==> config.mk <==
export PLATFORM = sky130hd
export DESIGN_NAME = pipeline_hazard_unit
export DESIGN_NICKNAME = d
export VERILOG_FILES = /design/src/rtl/pipeline_hazard_unit.sv
export SDC_FILE = /design/constraint.sdc
export NUM_CORES = 1
export LEC_CHECK = 0
export CORE_ASPECT_RATIO = 0.8
export CORE_MARGIN = 2
export CORE_UTILIZATION = 40
export CTS_CLUSTER_DIAMETER = 150
export DETAILED_ROUTE_END_ITERATION = 8
export PLACE_DENSITY = 0.71
export SYNTH_ARGS = -nofsm -noshare
export SYNTH_HDL_FRONTEND = slang
export SYNTH_SLANG_ARGS = --single-unit
export TNS_END_PERCENT = 10
==> constraint.sdc <==
create_clock -name clk -period 4.4 [get_ports clk]
set_clock_uncertainty 0.15 [all_clocks]
set_input_delay 0.88 -clock clk [delete_from_list [all_inputs] [get_ports clk]]
set_output_delay 0.88 -clock clk [all_outputs]
set_load 0.05 [all_outputs]
==> src/rtl/pipeline_hazard_unit.sv <==
// Hazard and forwarding controller for the pipelined MIPS core. It tracks in-flight
// destinations past ID and produces the stall, flush and EX forwarding selects.
module pipeline_hazard_unit #(
  parameter int unsigned REG_AW     = 5,
  parameter int unsigned DEPTH      = 3,
  parameter int unsigned LOAD_STAGE = 1,
  parameter int unsigned FWD_EN     = 1,
  parameter int unsigned CNT_W      = 16,
  parameter int unsigned SEL_W      = 3
) (
  input  logic              clk,
  input  logic              rst,
  input  logic              id_valid,
  input  logic [REG_AW-1:0] id_rs,
  input  logic [REG_AW-1:0] id_rt,
  input  logic              id_rs_used,
  input  logic              id_rt_used,
  input  logic [REG_AW-1:0] id_dst,
  input  logic              id_we,
  input  logic              id_is_load,
  input  logic              id_is_branch,
  input  logic              branch_taken,
  output logic              stall,
  output logic              pc_we,
  output logic              ifid_en,
  output logic              ifid_flush,
  output logic [SEL_W-1:0]  fwd_a,
  output logic [SEL_W-1:0]  fwd_b,
  output logic [CNT_W-1:0]  stall_cnt,
  output logic [CNT_W-1:0]  flush_cnt
);

  typedef struct packed {
    logic              valid;
    logic [REG_AW-1:0] dst;
    logic              we;
    logic              is_load;
  } sb_entry_t;

  sb_entry_t         r_sb [DEPTH];
  logic [REG_AW-1:0] r_ex_rs;
  logic [REG_AW-1:0] r_ex_rt;
  logic              r_ex_rs_used;
  logic              r_ex_rt_used;
  logic              r_rst_d;
  logic [CNT_W-1:0]  r_stall_cnt;
  logic [CNT_W-1:0]  r_flush_cnt;

  logic              w_mask;
  logic              w_hazard;
  logic              w_stall;
  logic              w_flush;
  logic              w_advance;
  logic [SEL_W-1:0]  w_fwd_a;
  logic [SEL_W-1:0]  w_fwd_b;
  sb_entry_t         w_id_entry;

  // Register 0 is hardwired, so it never produces a dependency.
  function automatic logic f_match(input sb_entry_t e, input logic [REG_AW-1:0] s,
                                   input logic used);
    return e.valid && e.we && (e.dst == s) && (s != '0) && used;
  endfunction

  // The WB entry is excluded from the search: the register file is write-first.
  always_comb begin
    w_hazard = 1'b0;
    for (int unsigned k = 0; k < DEPTH - 1; k++) begin
      if (f_match(r_sb[k], id_rs, id_rs_used) || f_match(r_sb[k], id_rt, id_rt_used)) begin
        if ((FWD_EN == 0) || id_is_branch || (r_sb[k].is_load && (k < LOAD_STAGE))) begin
          w_hazard = 1'b1;
        end
      end
    end
  end

  // Outputs are held quiet during reset and the cycle after it.
  assign w_mask    = rst | r_rst_d;
  assign w_stall   = w_hazard & id_valid & ~w_mask;
  assign w_flush   = branch_taken & id_valid & ~w_stall & ~w_mask;
  assign w_advance = id_valid & ~w_stall;

  // Ascending search keeps the first hit, i.e. the youngest producer.
  always_comb begin
    w_fwd_a = '0;
    w_fwd_b = '0;
    if (FWD_EN != 0) begin
      for (int unsigned j = 1; j < DEPTH; j++) begin
        if (!(r_sb[j].is_load && (j <= LOAD_STAGE))) begin
          if ((w_fwd_a == '0) && f_match(r_sb[j], r_ex_rs, r_ex_rs_used)) begin
            w_fwd_a = SEL_W'(j);
          end
          if ((w_fwd_b == '0) && f_match(r_sb[j], r_ex_rt, r_ex_rt_used)) begin
            w_fwd_b = SEL_W'(j);
          end
        end
      end
    end
  end

  always_comb begin
    w_id_entry = '0;
    if (w_advance) begin
      w_id_entry.valid   = 1'b1;
      w_id_entry.dst     = id_dst;
      w_id_entry.we      = id_we;
      w_id_entry.is_load = id_is_load;
    end
  end

  // Scoreboard shift, EX source latches and saturating event counters.
  always_ff @(posedge clk) begin
    if (rst) begin
      for (int unsigned k = 0; k < DEPTH; k++) begin
        r_sb[k] <= '0;
      end
      r_ex_rs      <= '0;
      r_ex_rt      <= '0;
      r_ex_rs_used <= 1'b0;
      r_ex_rt_used <= 1'b0;
      r_rst_d      <= 1'b1;
      r_stall_cnt  <= '0;
      r_flush_cnt  <= '0;
    end else begin
      r_rst_d <= 1'b0;
      r_sb[0] <= w_id_entry;
      for (int unsigned k = 1; k < DEPTH; k++) begin
        r_sb[k] <= r_sb[k-1];
      end
      if (w_advance) begin
        r_ex_rs      <= id_rs;
        r_ex_rt      <= id_rt;
        r_ex_rs_used <= id_rs_used;
        r_ex_rt_used <= id_rt_used;
      end else begin
        r_ex_rs      <= '0;
        r_ex_rt      <= '0;
        r_ex_rs_used <= 1'b0;
        r_ex_rt_used <= 1'b0;
      end
      if (w_stall && (r_stall_cnt != '1)) begin
        r_stall_cnt <= r_stall_cnt + CNT_W'(1);
      end
      if (w_flush && (r_flush_cnt != '1)) begin
        r_flush_cnt <= r_flush_cnt + CNT_W'(1);
      end
    end
  end

  assign stall      = w_stall;
  assign pc_we      = ~w_stall;
  assign ifid_en    = ~w_stall;
  assign ifid_flush = w_flush;
  assign fwd_a      = w_mask ? '0 : w_fwd_a;
  assign fwd_b      = w_mask ? '0 : w_fwd_b;
  assign stall_cnt  = r_stall_cnt;
  assign flush_cnt  = r_flush_cnt;

  a_no_flush_in_stall: assert property (@(posedge clk) !(stall && ifid_flush));

endmodule

==> results by group <==
Pwr
  – Flop pwr share: 51.9%
  – Psw: 0.299 mW
  – Leakage: 1.57 nW
  – PD cells: 300 mW/mm^2
  – Logic gate share of total power: 6.8%
  – Share of power burned in the clock network: 41.3%
  – VDD IR max: 0.122 mV
  – Internal Power: 0.933 mW
  – Switching Fraction: 24.2%

Run
  – MaxCap Viol Count: 0

Final layout
  – Layout area overhead: 27.6%
  – Ant diodes: 0
  – Layout cells sized above 1: 8.09%
  – Nets: 429
  – Fill cells: 768
  – Final core occ: 52.1%

Detailed routing
  – DR vias/cell: 4.76
  – Post-Route WL: 6790 um
  – Drt pass-1 iters: 5
  – Routed length per placed instance: 13.2 um
  – Initial DRC count: 136
  – Routed Antenna Nets: 0
  – DR top layer: met4
  – DR vias: 2457
  – Routed length on met3: 282 um
  – Met2 Wirelength: 3060 um
  – DRC Markers: 0
  – Metal-1 WL: 3340 um

Synthesis
  – Main synth FF type: dfxtp_1
  – Gate Count Post-Synth: 346
  – Mean Syn Cell Area: 9.29 um^2
  – Post-synth cell types: 40
  – EDFF count, synth: 0
  – Post-Synthesis Cell Area: 0.00321 mm^2
  – Yosys reg bits: 68
  – Async set-reset flop share out of synthesis: 0%
  – Sequential area share after synthesis: 42.4%
  – Ys Warns: 0

Critical path
  – Slowest stage delay, CP: 500 ps
  – Critical Path RT: 3370 ps
  – Setup CP Type: primary input to output pin
  – Crit path DAT: 2720 ps
  – Setup crit end kind: output pin
  – Crit path max fanout: 4
  – Slowest CP cell: clkdlybuf4s50_1
  – CP Cell Sequence: clkdlybuf4s50_1 -> xor2_1 -> nor4_1 -> a22oi_1 -> o22a_1 -> nor2b_2 -> inv_1 -> buf_12
  – Type of origin of the critical path: primary input

Timing
  – Final worst path period share: 85.2%
  – Final Max Tran Viols: 0
  – Worst hold slack: 323 ps
  – Setup repair after global routing missed its margin: no
  – Slew HR: 63.7%
  – # setup viols final: 0
  – Tightest Pin Transition: 545 ps
  – Max Freq: 267 MHz
  – Final min period: 3750 ps
  – Setup TNS: 0 ps
  – Final Hold Vio Count: 0

Clock tree
  – Reg clk slew, reported paths: 80 ps
  – H-tree depth: 3
  – Clock sink count: 68
  – Root Buffer Master: clkbuf_8
  – Max Buffers Root-to-Sink: 2
  – CTS Hold Bufs: 0
  – Cts bufs inserted: 9
  – TritonCTS clock tree: done
  – Later-pin clock latency in the skew report: 350 ps
  – Number of setup buffers added after CTS: 0
  – Post_cts resized: 0

Floorplan
  – DIE WIDTH: 104 um
  – Core area: 0.00787 mm^2
  – Starting Density: 40.8%
  – Die Y: 84.2 um
  – Std-Cell Rows: 29
  – Die area: 0.00877 mm^2
  – I/O pin cnt: 66

Global routing
  – Grt total ovfl: 0
  – Antenna violations before repair: 0
  – Largest net degree at the start of global routing: 54
  – Gr usage total: 16.3%
  – First-pass GRT wire length: 11600 um
  – Vias in the first global route: 2391

Hold path
  – Worst hold path type: flip-flop to flip-flop

Place
  – Placer Congestion: 0.857
  – Final HPWL DP: 5040 um
  – IO Port Bufs: 63

Status
  – Run status: complete, no violations
## worst max-delay path: cells and delay by family
kind / cells / cell delay, ps
AO/OA/AOI/OAI: 2 / 400
XOR/XNOR: 1 / 180
AND/OR/NAND/NOR: 2 / 460
buffers and inverters: 3 / 800
## worst paths after layout
path | slack, ps | cells after the start | endpoint | start
setup / recovery | 650 | 8 | pc_we | id_rs[4]
hold / removal | 320 | 1 | r_sb[0][15] | r_sb[0][7]
setup reg to reg | 1740 | 8 | flush_cnt[13] | r_sb[0][12]
hold reg to reg | 320 | 1 | r_sb[0][15] | r_sb[0][7]
## final cells by class
cell class / count / area, um^2 / area share [%]
tap: 108 / 135 / 3.29
multi-input combinational: 253 / 1710 / 41.7
sequential: 68 / 1360 / 33.2
clock inverter: 7 / 72.6 / 1.77
timing repair buffer: 67 / 683 / 16.7
inverter: 4 / 15.0 / 0.366
clock buffer: 9 / 124 / 3.02
## flip-flops by register name (all words and copies together), names as in the netlist
signal,cells
r_ex_rs_used,1
r_sb,23
r_ex_rt,5
r_rst_d,1
flush_cnt,16
r_ex_rs,5
stall_cnt,16
r_ex_rt_used,1
## per-layer routing
layer,vias up,GRT usage [%]
li1,1273,-
met1,1120,21.5
met2,56,25.7
met3,8,4.19
met4,0,6.63
met5,-,0
## layout by cell type, fill, tap and decap left out, drive strengths merged, types with 5 or more instances in the layout
cell and n:
and2 25, and3 7, and4 7, buf 9
clkbuf 9, clkdlybuf4s50 58, dfxtp 68, inv 6
nand2 15, nand3 17, nand4 6, nor2 36
nor2b 17, nor3 9, nor4 13, o21ai 6
or4 5, xnor2 29, xor2 35
## synthesized netlist by cell type (4+ instances only)
library cell   n  area share (%)
dfxtp_1       68              42
nor2_1        36             4.2
xor2_1        35             9.5
xnor2_1       29             7.9
and2_1        25             4.9
nand3_1       17             2.6
nor2b_1       16             3.1
nand2_1       15             1.8
nor3_1         9             1.4
nor4_1         9             1.8
clkbuf_1       8            0.93
and3_1         7             1.4
and4_1         7             1.9
buf_2          6            0.93
nand4_1        6             1.2
buf_4          5             1.2
or4_1          5             1.2
inv_1          4            0.47
## through the flow
step | total power [mW] | setup slack, ps | cells | cell area, um^2
final | 1.23 | 652 | 516 | 4100
after global routing | 1.28 | 528 | 516 | 4100
after CTS | 1.25 | 622 | 516 | 4100
after detailed placement | 0.737 | 624 | 500 | 3910
after global placement | 0.735 | 647 | 500 | 3910
after floorplan | 0.701 | 455 | 347 | 3220
## power by group through the flow
stage               Clock (mW)  Sequential, mW  Combinational [mW]
floorplan                    0           0.649              0.0520
CTS                      0.523           0.639              0.0843
detailed placement           0           0.653              0.0838
finish                   0.508           0.639              0.0836
global route             0.548           0.640              0.0916
global placement             0           0.653              0.0823
## cell families after synthesis
| kind of cell | after synthesis | share of synthesized area (%) |
|---|---|---|
| simple gates | 164 | 29.9 |
| flops | 68 | 42.4 |
| xor+xnor | 64 | 17.4 |
| buf+inv | 26 | 4.55 |
| compound gates | 17 | 3.62 |
| mux | 4 | 1.28 |
| fa+ha+maj | 2 | 0.778 |
| other cells | 1 | 0.117 |
Note: power is estimated with default switching activity, not from simulation.
